**src/rtl/alu_pkg.sv**
```systemverilog
// Shared types and constants for the ALU arbiter slice.
// Holds the ALU control codes, the result-register FSM states and the default width.
package alu_pkg;

  localparam int unsigned ALU_W = 32;

  typedef enum logic [3:0] {
    AluAnd  = 4'd0,
    AluOr   = 4'd1,
    AluAdd  = 4'd2,
    AluSub  = 4'd6,
    AluSltu = 4'd7,
    AluNor  = 4'd12
  } alu_ctl_e;

  typedef enum logic {
    StEmpty = 1'b0,
    StFull  = 1'b1
  } arb_state_e;

endpackage

```
**src/rtl/alu_arbiter_if.sv**
```systemverilog
// Request/response bundle between the two ALU requesters and alu_arbiter.
// Index 0 is the execute stage, index 1 is the branch/compare unit.
interface alu_arbiter_if #(
  parameter int unsigned W = 32
);

  logic [1:0]        req_valid;
  logic [1:0]        req_ready;
  logic [1:0][3:0]   req_ctl;
  logic [1:0][W-1:0] req_a;
  logic [1:0][W-1:0] req_b;

  logic [1:0]        rsp_valid;
  logic [1:0]        rsp_ready;
  logic [1:0][W-1:0] rsp_result;
  logic [1:0]        rsp_zero;

  // Requester side.
  modport master (
    output req_valid, req_ctl, req_a, req_b, rsp_ready,
    input  req_ready, rsp_valid, rsp_result, rsp_zero
  );

  // Arbiter side.
  modport slave (
    input  req_valid, req_ctl, req_a, req_b, rsp_ready,
    output req_ready, rsp_valid, rsp_result, rsp_zero
  );

endinterface

```
**src/rtl/alu_datapath.sv**
```systemverilog
// Combinational integer ALU. Unknown codes give a zero result (and so zero = 1).
module alu_datapath
  import alu_pkg::*;
#(
  parameter int unsigned W = ALU_W
) (
  input  logic [3:0]   ctl,
  input  logic [W-1:0] a,
  input  logic [W-1:0] b,
  output logic [W-1:0] result,
  output logic         zero
);

  // Decode the control code and derive the zero flag from the result.
  always_comb begin
    result = '0;
    case (ctl)
      AluAnd:  result = a & b;
      AluOr:   result = a | b;
      AluAdd:  result = a + b;
      AluSub:  result = a - b;
      AluSltu: result = {{(W-1){1'b0}}, (a < b)};
      AluNor:  result = ~(a | b);
      default: result = '0;
    endcase
    zero = (result == '0);
  end

endmodule

```
**src/rtl/alu_arbiter.sv**
```systemverilog
// Two-requester arbiter in front of the shared single-cycle ALU.
// One request is granted per cycle while the result register is free; the result is
// registered with its owner ID and returned on the owner's response channel.
// Define ALU_ARB_ROUND_ROBIN_EN for round-robin arbitration; otherwise requester 0
// has fixed priority.
module alu_arbiter
  import alu_pkg::*;
#(
  parameter int unsigned W = ALU_W
) (
  input  logic          clk,
  input  logic          rst_n,
  alu_arbiter_if.slave  bus
);

  arb_state_e  state_q;
  logic        owner_q;
  logic [W-1:0] result_q;
  logic        zero_q;

  logic        free;
  logic        prefer1;
  logic [1:0]  gnt;
  logic        accept;
  logic        sel;
  logic [W-1:0] alu_result;
  logic        alu_zero;

`ifdef ALU_ARB_ROUND_ROBIN_EN
  // Requester that won the most recent accept; reset to 1 so requester 0 goes first.
  logic last_q;

  // Pointer moves only on an accept.
  always_ff @(posedge clk or negedge rst_n) begin
    if (!rst_n) begin
      last_q <= 1'b1;
    end else if (accept) begin
      last_q <= sel;
    end
  end

  assign prefer1 = ~last_q;
`else
  assign prefer1 = 1'b0;
`endif

  // Grant one valid requester while the result register can take a new result.
  always_comb begin
    free = (state_q == StEmpty) || bus.rsp_ready[owner_q];
    gnt  = 2'b00;
    if (free) begin
      if (bus.req_valid[0] && !(bus.req_valid[1] && prefer1)) begin
        gnt[0] = 1'b1;
      end else if (bus.req_valid[1]) begin
        gnt[1] = 1'b1;
      end
    end
  end

  assign accept        = |gnt;
  assign sel           = gnt[1];
  assign bus.req_ready = gnt;

  alu_datapath #(
    .W (W)
  ) u_datapath (
    .ctl    (bus.req_ctl[sel]),
    .a      (bus.req_a[sel]),
    .b      (bus.req_b[sel]),
    .result (alu_result),
    .zero   (alu_zero)
  );

  // Result-register FSM: capture on accept, drain when the owner consumes.
  always_ff @(posedge clk or negedge rst_n) begin
    if (!rst_n) begin
      state_q  <= StEmpty;
      owner_q  <= 1'b0;
      result_q <= '0;
      zero_q   <= 1'b0;
    end else begin
      case (state_q)
        StEmpty: begin
          if (accept) begin
            state_q  <= StFull;
            owner_q  <= sel;
            result_q <= alu_result;
            zero_q   <= alu_zero;
          end
        end
        StFull: begin
          // accept implies the owner consumed this cycle (free was true).
          if (accept) begin
            owner_q  <= sel;
            result_q <= alu_result;
            zero_q   <= alu_zero;
          end else if (bus.rsp_ready[owner_q]) begin
            state_q <= StEmpty;
          end
        end
        default: state_q <= StEmpty;
      endcase
    end
  end

  // Responses come straight from registers; the non-owner sees all zeros.
  always_comb begin
    bus.rsp_valid[0]  = (state_q == StFull) && !owner_q;
    bus.rsp_valid[1]  = (state_q == StFull) && owner_q;
    bus.rsp_result[0] = bus.rsp_valid[0] ? result_q : '0;
    bus.rsp_result[1] = bus.rsp_valid[1] ? result_q : '0;
    bus.rsp_zero[0]   = bus.rsp_valid[0] & zero_q;
    bus.rsp_zero[1]   = bus.rsp_valid[1] & zero_q;
  end

endmodule

```
**src/flat_wrapper.sv**
```systemverilog
// flat-port wrapper written by rule: the top's interface ports become plain ports
module alu_arbiter_flat import alu_pkg::*;
#(
  parameter int unsigned W = ALU_W
)
  (clk, rst_n, bus_req_valid, bus_req_ctl, bus_req_a, bus_req_b, bus_rsp_ready, bus_req_ready, bus_rsp_valid, bus_rsp_result, bus_rsp_zero);
  alu_arbiter_if #(.W(W)) bus_i ();
  input  logic clk;
  input  logic rst_n;
  input wire logic [$bits(bus_i.req_valid)-1:0] bus_req_valid;
  input wire logic [$bits(bus_i.req_ctl)-1:0] bus_req_ctl;
  input wire logic [$bits(bus_i.req_a)-1:0] bus_req_a;
  input wire logic [$bits(bus_i.req_b)-1:0] bus_req_b;
  input wire logic [$bits(bus_i.rsp_ready)-1:0] bus_rsp_ready;
  output wire logic [$bits(bus_i.req_ready)-1:0] bus_req_ready;
  output wire logic [$bits(bus_i.rsp_valid)-1:0] bus_rsp_valid;
  output wire logic [$bits(bus_i.rsp_result)-1:0] bus_rsp_result;
  output wire logic [$bits(bus_i.rsp_zero)-1:0] bus_rsp_zero;
  assign bus_i.req_valid = bus_req_valid;
  assign bus_i.req_ctl = bus_req_ctl;
  assign bus_i.req_a = bus_req_a;
  assign bus_i.req_b = bus_req_b;
  assign bus_i.rsp_ready = bus_rsp_ready;
  assign bus_req_ready = bus_i.req_ready;
  assign bus_rsp_valid = bus_i.rsp_valid;
  assign bus_rsp_result = bus_i.rsp_result;
  assign bus_rsp_zero = bus_i.rsp_zero;
  alu_arbiter #(.W(W)) u_core (.clk(clk), .rst_n(rst_n), .bus(bus_i));
endmodule
```
**config.mk**
```make
export PLATFORM = sky130hd
export DESIGN_NAME = alu_arbiter_flat
export DESIGN_NICKNAME = d
export VERILOG_FILES = /design/src/rtl/alu_pkg.sv /design/src/rtl/alu_arbiter_if.sv /design/src/rtl/alu_datapath.sv /design/src/rtl/alu_arbiter.sv /design/src/flat_wrapper.sv
export SDC_FILE = /design/constraint.sdc
export NUM_CORES = 1
export LEC_CHECK = 0
export CORE_AREA = 2 2 129 131
export DETAILED_ROUTE_END_ITERATION = 6
export DIE_AREA = 0 0 131 133
export PLACE_DENSITY = 0.83
export SETUP_SLACK_MARGIN = 0.3
export SYNTH_ARGS = -nofsm -noshare
export SYNTH_HDL_FRONTEND = slang
export SYNTH_SLANG_ARGS = --single-unit
```
**constraint.sdc**
```tcl
create_clock -name clk -period 7.7 [get_ports clk]
set_clock_uncertainty 0.1 [all_clocks]
set_input_delay 1.925 -clock clk [delete_from_list [all_inputs] [get_ports clk]]
set_output_delay 1.925 -clock clk [all_outputs]
set_load 0.005 [all_outputs]
```
**Word level (Yosys, flattened, before mapping)**

Index checks and enable logic that the tools add are counted.

- Add/subtract/negate cells: 2
- $lt $le $gt $ge: 3
- Eq/ne operators: 5
- Multiplexer cells: 22
- Bitwise logic cells: 6
- Reduce and logical (&&, ||, !) cells: 7

Operator list:

| kind | count |
|---|---|
| $mux W32 | 7 |
| $pmux W32 S6 | 1 |
| $add A32 B32 Y32 | 1 |
| $and A32 B32 Y32 | 1 |
| $logic_not A32 Y1 | 1 |
| $lt A32 B32 Y1 | 1 |
| $not A32 Y32 | 1 |
| $or A32 B32 Y32 | 1 |
| $sub A32 B32 Y32 | 1 |
| $mux W1 | 10 |
| $eq A4 B3 Y1 const B | 2 |
| $mux W4 | 2 |
| $eq A4 B1 Y1 const B | 1 |
| $eq A4 B2 Y1 const B | 1 |
| $eq A4 B4 Y1 const B | 1 |
| $logic_not A4 Y1 | 1 |
| $lt A1 B2 Y1 const B | 2 |
| $and A1 B1 Y1 | 2 |
| $logic_and A1 B1 Y1 | 2 |
| $mux W2 | 1 |
| $pmux W1 S2 | 1 |
| $reduce_or A2 Y1 | 1 |
| $logic_not A1 Y1 | 1 |
| $logic_or A1 B1 Y1 | 1 |
| $not A1 Y1 | 1 |

- Flip-flop bits (word level): 35
- Input port bits: 142
- Output and inout port bits: 70
- Logic and storage cells: 49

**Logic depth before layout (Yosys ltp)**

Gate-level depths: netlist (run 1).

- Depth in word-level cells: 11
- Gate-level depth with buffers: 23

**Hierarchy**

A second synthesis (run 1) with hierarchy kept.

- Cell total of the unflattened synthesis: 1177
- Area total of the unflattened synthesis: 9026.2 µm²

Modules (own cells, without submodules):

| module | instances | cells each | area each (µm²) |
|---|---|---|---|
| alu_datapath | 1 | 940 | 6331.1 |
| alu_arbiter | 1 | 237 | 2695.1 |

**Least setup slack after synthesis (run 1)**

Ideal clock, no wire load.

- Path type: input-to-reg
- Start point: input bus_rsp_ready[0]
- End point: register u_core.zero_q
- Setup time: 76 ps
- Arrival: 6730 ps
- Required time: 7524 ps
- Slack: 793 ps
- Cell stages on the path: 20
- Cell sequence: mux2_4 > o21ai_4 > buf_4 > buf_2 > buf_1 > mux2i_1 > inv_1 > ha_1 > fa_1 > a211oi_1 > o41a_1 > o31ai_1 > a221o_1 > a21bo_1 > a211o_1 > a211oi_2 > o221ai_2 > a2111oi_2 > nand4_1 > o21ai_1

- Cells in the longest elaborated chain, start to end: 11
- Elaborated cells on any way between the ends: 26
- Classes of those cells: 2 x add/sub; 1 x order compare; 5 x eq/ne; 11 x mux; 3 x bitwise; 4 x reduce/logical

Ends and longest elaborated chain:

| item | line | RTL |
|---|---|---|
| start, declared | flat_wrapper.sv:14 | `input wire logic [$bits(bus_i.rsp_ready)-1:0] bus_rsp_ready;` |
| $mux W1 (not written as such) * (2 in a row) | alu_arbiter.sv:49 | `free = (state_q == StEmpty) \|\| bus.rsp_ready[owner_q];` |
| $logic_or A1 B1 Y1 * | alu_arbiter.sv:49 |  |
| $mux W2 * | alu_arbiter.sv:51 | `if (free) begin` |
| parallel branches: the longest is 7 deep, another holds $sub A32 B32 Y32 | -- |  |
| end signal, assigned | alu_arbiter.sv:88 | `zero_q <= alu_zero;` |
| end signal, assigned | alu_arbiter.sv:96 | `zero_q <= alu_zero;` |
| end, declared | alu_arbiter.sv:19 | `logic zero_q;` |

Mark *: on every way between the ends. The select of a mux whose other input is x is not followed.
A chain may end at the register's enable or synchronous reset.

**Worst setup path in the final report (run 1)**

- Start point: input bus_req_valid[0]
- End point: register u_core.zero_q

- Cells in the longest elaborated chain, start to end: 9
- Elaborated cells on any way between the ends: 25
- Classes of those cells: 2 x add/sub; 1 x order compare; 5 x eq/ne; 11 x mux; 3 x bitwise; 3 x reduce/logical

Ends and longest elaborated chain:

| item | line | RTL |
|---|---|---|
| start, declared | flat_wrapper.sv:10 | `input wire logic [$bits(bus_i.req_valid)-1:0] bus_req_valid;` |
| $mux W1 | alu_arbiter.sv:52 | `if (bus.req_valid[0] && !(bus.req_valid[1] && prefer1)) begin` |
| $mux W2 * | alu_arbiter.sv:51 |  |
| parallel branches: the longest is 7 deep, another holds $sub A32 B32 Y32 | -- |  |

Marks and branches as above.

==> results by group, run 1 <==
Status
  • Status: complete, but fails checks
  • Failing checks: DRC

Drt
  • Post-Route WL: 32200 um
  • 1st-pass router iterations: 7
  • DR DRC count: 8
  • WL met1: around 14000 um
  • DR WL met3: between 3000 and 4000 um
  • Met2 routed wirelength: about 14000 um
  • Top layer in use: met4
  • Avg Vias per Cell: 6.31
  • Final ANT Viol Nets: 0
  • Wire per inst: a little over 20 um
  • Starting DRT DRC Count: roughly 1200
  • Vias post-DR: ~9900

Floorplan
  • Die height: between 100 and 150 um
  • I/O pin cnt: 212
  • Core Box Area: ~0.016 mm2
  • Die X: about 130 um
  • Initial Util: 0.500
  • Row count: 47
  • Die area: about 0.017 mm2

CTS
  • CTS Buffer Depth: 2
  • CTS Buf Count: 5
  • Clk Latency, worst-skew pair: 0.28 ns
  • Post-CTS Setup Inserts: 0
  • CTS Hold Bufs: 0
  • Root Buffer Master: clkbuf_16
  • H-tree Lvls: 2
  • Clock Sinks: 35
  • Worst-path clk slew: roughly 0.050 ns
  • TritonCTS clock tree: built

Synthesis
  • Post-synth EDFFs: 0
  • Synth Instances: approximately 1200
  • Distinct cells, synth: 79
  • Primary FF master, synth: dfrtp_1
  • Yosys reg bits: 35
  • Syn_nets: about 1400
  • Area of the mapped netlist: ~0.008 mm2
  • Ys async rst share: 1.00
  • Sequential fraction of the synthesis area: 0.108
  • Avg Inst Size Synth: between 6 and 7 um2
  • Yosys Warn Count: 0

Setup path
  • R2R Path End: u_core.zero_q
  • CP bufs+invs: 3
  • R2R Setup Slk: 2.30 ns
  • Reg2reg start: u_core.owner_q
  • CP required: 7.81 ns
  • Slowest-stage cell, CP: clkdlybuf4s50_1
  • Crit. End Element: register
  • Setup Crit Path Kind: primary input to register
  • Family with the most delay on the worst path: compound AO/OA/AOI/OAI gates
  • Worst-path cell chain: clkdlybuf4s50_1 > and2b_1 > o21ai_4 > inv_2 > buf_4 > mux2_2 > ha_1 > nand2_1 > nor3_1 > a32o_1 > nor4b_1 > o311ai_0 > a31oi_1 > o21ai_0 > a221o_1 > a21oi_1 > nand4_1 > o21ai_1
  • CP startpoint kind: primary input
  • R2r worst-path depth: 17
  • CP max FO: 19
  • CP max stage delay: around 0.50 ns
  • Arrival time worst endpoint: between 7 and 8 ns

Timing
  • Fmax: around 140 MHz
  • Setup TNS: 0 ns
  • Final Hold Fails: 0
  • Slew headroom: 0.422
  • Period utilisation layout: 0.918
  • RSZ-0062 raised after global routing: no
  • Max-slew violation count: 0
  • Final critical-path required period: a little over 7 ns
  • Final hold slack: 0.396 ns
  • Worst Max-Slew Pin Slew: between 0.8 and 0.9 ns
  • Setup violators final: 0

Global route
  • First-pass GRT wire length: 49100 um
  • Largest net degree at the start of global routing: 71
  • GR Util All Layers: 0.358
  • Number of global-route vias before repair: about 9000
  • Grt ovf: 0
  • Initial antenna violation count: 0

Cells and area
  • ANT cells: 0
  • Commonest non-fill, non-tap cell in the layout: clkdlybuf4s50_1
  • Share of cells above drive strength 1: 0.0588
  • Final std cell area, no fill: roughly 0.011 mm2
  • Most frequent cells in the layout: 211 x clkdlybuf4s50_1, 170 x nand2_1, 98 x inv_1, 94 x ha_1, 88 x nor2_1
  • Nets: between 1500 and 2000
  • Area occupied by multi-input gates: between 0.006 and 0.007 mm2
  • Filler cell count: ~1400
  • Area grow syn2layout: 31.4%
  • Register Area: between 800 and 900 um2
  • Fin util: 0.657

Power and ir drop
  • Pwr Total: 1890 uW
  • P_leak: just over 0.005 uW
  • Pwr dens: 178 mW/mm2
  • Max VDD drop: roughly 0.1 mV

Placed design
  • DP Area: between 0.01 and 0.015 mm2
  • Gpl congestion: ~1.0
  • Post-DP HPWL: between 20000 and 30000 um
  • Port Buffers: 211

Min path
  • HP Class: register to register
  • Hold Path End: u_core.result_q[0]
  • Worst Hold Depth: 2
  • Worst hold path startpoint: u_core.result_q[0]

Job
  • Max-Cap Viols: 0
-- report_power, final --
| group | internal, uW | switching [uW] | leakage, uW |
|---|---|---|---|
| clock network | 126 | 70.4 | 0.0000727 |
| registers | 248 | 48.4 | 0.000449 |
| logic | 596 | 801 | 0.00452 |
| total | 970 | 920 | 0.00504 |
-- worst reg2reg max path, stage by stage, from the launching register on --
cell and delay (ns):
dfrtp_1 0.39, mux2_4 0.37, o21ai_4 0.34, buf_12 0.26, mux2i_1 0.28, inv_1 0.09, ha_1 0.37, inv_1 0.13
a221oi_1 0.42, nand3_1 0.31, a2111oi_4 0.62, o32ai_1 0.23, a311oi_1 0.42, nor2_1 0.10, o32ai_2 0.40, o2111a_1 0.26
nand4_1 0.09, o21ai_1 0.15
-- logic make-up after synthesis --
| family | synth area share |
|---|---|
| and+or+nand+nor | 0.261 |
| AOI/OAI and AO/OA | 0.317 |
| buffers and inverters | 0.0811 |
| adders and majority gates | 0.150 |
| muxes | 0.0747 |
| DFF | 0.108 |
| xor gates and xnor gates | 0.00758 |
-- per-stage QoR --
| stage | setup slack, ns | std cells |
|---|---|---|
| global route | 0.348 | 1563 |
| global placement | 0.335 | 1556 |
| detailed placement | 0.107 | 1556 |
| finish | 0.632 | 1563 |
| CTS | 0.364 | 1563 |
| floorplan | 0.793 | 1167 |
-- layer usage --
| metal | track usage | vias up |
|---|---|---|
| li1 | - | 4614 |
| met5 | 0 | - |
| met1 | 0.528 | 4566 |
| met2 | 0.533 | 610 |
| met4 | 0.0822 | 0 |
| met3 | 0.0736 | 73 |
-- worst max-delay path by stage --
stage	from	end	depth (start not counted)
6_report	bus_req_valid[0]	u_core.zero_q	18
3_3_place_gp	bus_rsp_ready[0]	u_core.zero_q	18
2_1_floorplan	bus_rsp_ready[0]	u_core.zero_q	20
5_1_grt	bus_rsp_ready[0]	u_core.zero_q	18
3_5_place_dp	bus_rsp_ready[0]	u_core.zero_q	18
4_1_cts	bus_rsp_ready[0]	u_core.zero_q	18
-- synth_stat cells, drive strengths merged (13+ instances only) --
master / count / area [um2]
inv: 100 / 375
o221ai: 13 / 120
a211oi: 17 / 138
o21ai: 78 / 402
nor3: 24 / 120
mux2: 16 / 184
nor2: 88 / 330
a221o: 21 / 210
buf: 14 / 66.3
nand3: 16 / 80.1
and3: 71 / 444
nand2: 170 / 638
a21o: 15 / 113
ha: 94 / 1180
a221oi: 17 / 149
nand2b: 16 / 100
mux2i: 42 / 420
clkbuf: 56 / 210
dfrtp: 35 / 876
a21oi: 62 / 310
-- state kept, by name, indices dropped and copies added, names as in the netlist --
| name | flops |
|---|---|
| u_core.state_q | 1 |
| u_core.owner_q | 1 |
| u_core.result_q | 32 |
| u_core.zero_q | 1 |
-- final cells by class --
cell class                 count  share of cell area
timing repair buffer         239               0.220
clock inverter                 1            0.000471
clock buffer                   6              0.0131
tap                          220              0.0259
multi-input combinational    961               0.623
inverter                     101              0.0357
sequential                    35              0.0824
-- timing repair --
action / CTS / global route
hold endpoints to repair: 0 / 0
endpoints found under the setup margin: 0 / 2
gates resized for setup: 0 / 8
No activity file was read; power rests on OpenSTA's default activity.
==> inputs of run 2 (changes only) <==
Settings changed: CORE_AREA 2 2 129 131 to 2 2 128 130, CTS_BUF_LIST set to sky130_fd_sc_hd__clkbuf_8, DIE_AREA 0 0 131 133 to 0 0 130 132, GPL_ROUTABILITY_DRIVEN set to 0, PLACE_DENSITY 0.83 to 0.84.
==> results by group, run 2 (synthesized netlist as in run 1, its figures left out) <==
CTS
  • Clk Latency, worst-skew pair: 0.28 ns
  • CTS Buf Count: 5
  • Root Buffer Master: clkbuf_8
  • Clock Sinks: 35
  • CTS Buffer Depth: 2
  • H-tree Lvls: 2
  • TritonCTS clock tree: built
  • CTS Hold Bufs: 0
  • Worst-path clk slew: approximately 0.070 ns

Floorplan
  • Row count: 46
  • Core Box Area: roughly 0.016 mm2
  • Die X: around 130 um
  • Initial Util: 0.515
  • I/O pin cnt: between 200 and 250
  • Die area: ~0.017 mm2
  • Die height: 132 um

Min path
  • HP Class: register to register
  • Worst hold path startpoint: u_core.result_q[2]
  • Worst Hold Depth: 2
  • Hold Path End: u_core.result_q[2]

Cells and area
  • Share of cells above drive strength 1: 0.0524
  • Layout Cells excl Fill: 1551
  • Max FFs per register: 32
  • Final std cell area, no fill: 0.0105 mm2
  • ANT cells: 0
  • Area grow syn2layout: 29.9%
  • Register with the most flip-flops: u_core.result_q
  • Most frequent cells in the layout: 211 x clkdlybuf4s50_1, 170 x nand2_1, 98 x inv_1, 94 x ha_1, 88 x nor2_1
  • Commonest non-fill, non-tap cell in the layout: clkdlybuf4s50_1
  • Nets: between 1500 and 2000

Timing
  • Setup TNS: 0 ns
  • Setup violators final: 0
  • Worst Max-Slew Pin Slew: a little under 0.9 ns
  • RSZ-0062 raised after global routing: no
  • Final Hold Fails: 0
  • Fmax: 140 MHz
  • Slew headroom: 0.405
  • Period utilisation layout: 0.927
  • Final critical-path required period: roughly 7.1 ns
  • Max-slew violation count: 0

Setup path
  • R2R Setup Slk: between 1.5 and 2 ns
  • Crit. End Element: register
  • Setup Crit Path Kind: primary input to register
  • Reg2reg start: u_core.owner_q
  • R2r worst-path depth: 17
  • CP required: approximately 7.8 ns
  • R2R Path End: u_core.zero_q
  • Arrival time worst endpoint: slightly above 7 ns
  • CP max FO: 11
  • CP startpoint kind: primary input

Global route
  • First-pass GRT wire length: around 46000 um
  • GR Util All Layers: 0.328
  • Largest net degree at the start of global routing: between 70 and 80
  • Grt ovf: 0
  • Number of global-route vias before repair: 9008
  • Initial antenna violation count: 0

Drt
  • Wire per inst: 18.8 um
  • DR DRC count: 8
  • Final ANT Viol Nets: 0
  • Vias post-DR: just under 10000
  • 1st-pass router iterations: 7
  • Starting DRT DRC Count: around 1300
  • Avg Vias per Cell: between 6 and 7
  • Post-Route WL: slightly below 30000 um

Status
  • Failing checks: DRC
  • Status: complete, but fails checks

Placed design
  • Inst Count DP: 1543
  • Port Buffers: 211
  • DP Area: between 0.01 and 0.015 mm2
  • Post-DP HPWL: 22900 um

Power and ir drop
  • Pwr Total: between 1500 and 2000 uW
  • P_leak: ~0.005 uW
  • Pwr dens: around 170 mW/mm2
  • Max VDD drop: about 0.11 mV

Job
  • Max-Cap Viols: 0
## run 2: cell count changes in the layout (fill, tap and decap cells not counted), sizes merged
cell	change
buf	-9
bufinv	+1
## run 2: per-layer routing
layer | wire [um] | vias to the layer above | GRT usage
met5 | 0 | - | 0
met4 | 1030 | 0 | 0.0992
met3 | 4570 | 108 | 0.119
met2 | 11900 | 761 | 0.482
li1 | - | 4598 | -
met1 | 11600 | 4483 | 0.449
## run 2: timing repair
item                       4_1_cts  5_1_grt
setup endpoints to repair        0        2
resized for setup                0        4
buffers inserted                 0        0
## run 2: worst max-delay path, stage by stage
cell             delay [ns]
clkdlybuf4s50_1        0.42
mux2_4                 0.35
o21ai_4                0.34
buf_4                  0.23
mux2i_1                0.29
inv_1                  0.10
ha_1                   0.37
inv_1                  0.12
a221oi_1               0.43
nand3_1                0.31
a2111oi_4              0.64
o32ai_1                0.24
a311oi_1               0.45
nor2_1                 0.10
o32ai_2                0.42
o2111a_1               0.25
nand4_1                0.10
o21ai_1                0.15
## run 2: power by group
| group | internal, uW | switching (uW) | total, uW | leakage, uW |
|---|---|---|---|---|
| Combinational | 583 | 761 | 1340 | 0.00446 |
| Sequential | 247 | 59.2 | 307 | 0.000449 |
| Clock | 105 | 65.3 | 170 | 0.0000612 |
## run 2: how the worst max path moves through the flow
stage                                start       endpoint
after global placement    bus_req_valid[0]  u_core.zero_q
after detailed placement  bus_rsp_ready[0]  u_core.zero_q
final                     bus_rsp_ready[0]  u_core.zero_q
after CTS                 bus_rsp_ready[0]  u_core.zero_q
after global routing      bus_rsp_ready[0]  u_core.zero_q
after floorplan           bus_rsp_ready[0]  u_core.zero_q
## run 2: final cells by class
cell class | instances | area (um2)
clock buffer | 6 | 82.6
clock inverter | 2 | 35.0
fill | 1410 | 5200
inverter | 101 | 379
multi-input combinational | 961 | 6610
sequential | 35 | 876
tap | 216 | 270
timing repair buffer | 230 | 2250
## run 2: per-stage QoR
step / setup WS [ns] / utilization / hold WS, ns
after floorplan: 0.793 / - / 0.354
after global routing: 0.308 / 0.669 / 0.420
final: 0.561 / 0.669 / 0.392
after detailed placement: 0.200 / 0.659 / 0.375
after CTS: 0.464 / 0.666 / 0.393
after global placement: 0.350 / 0.659 / 0.370
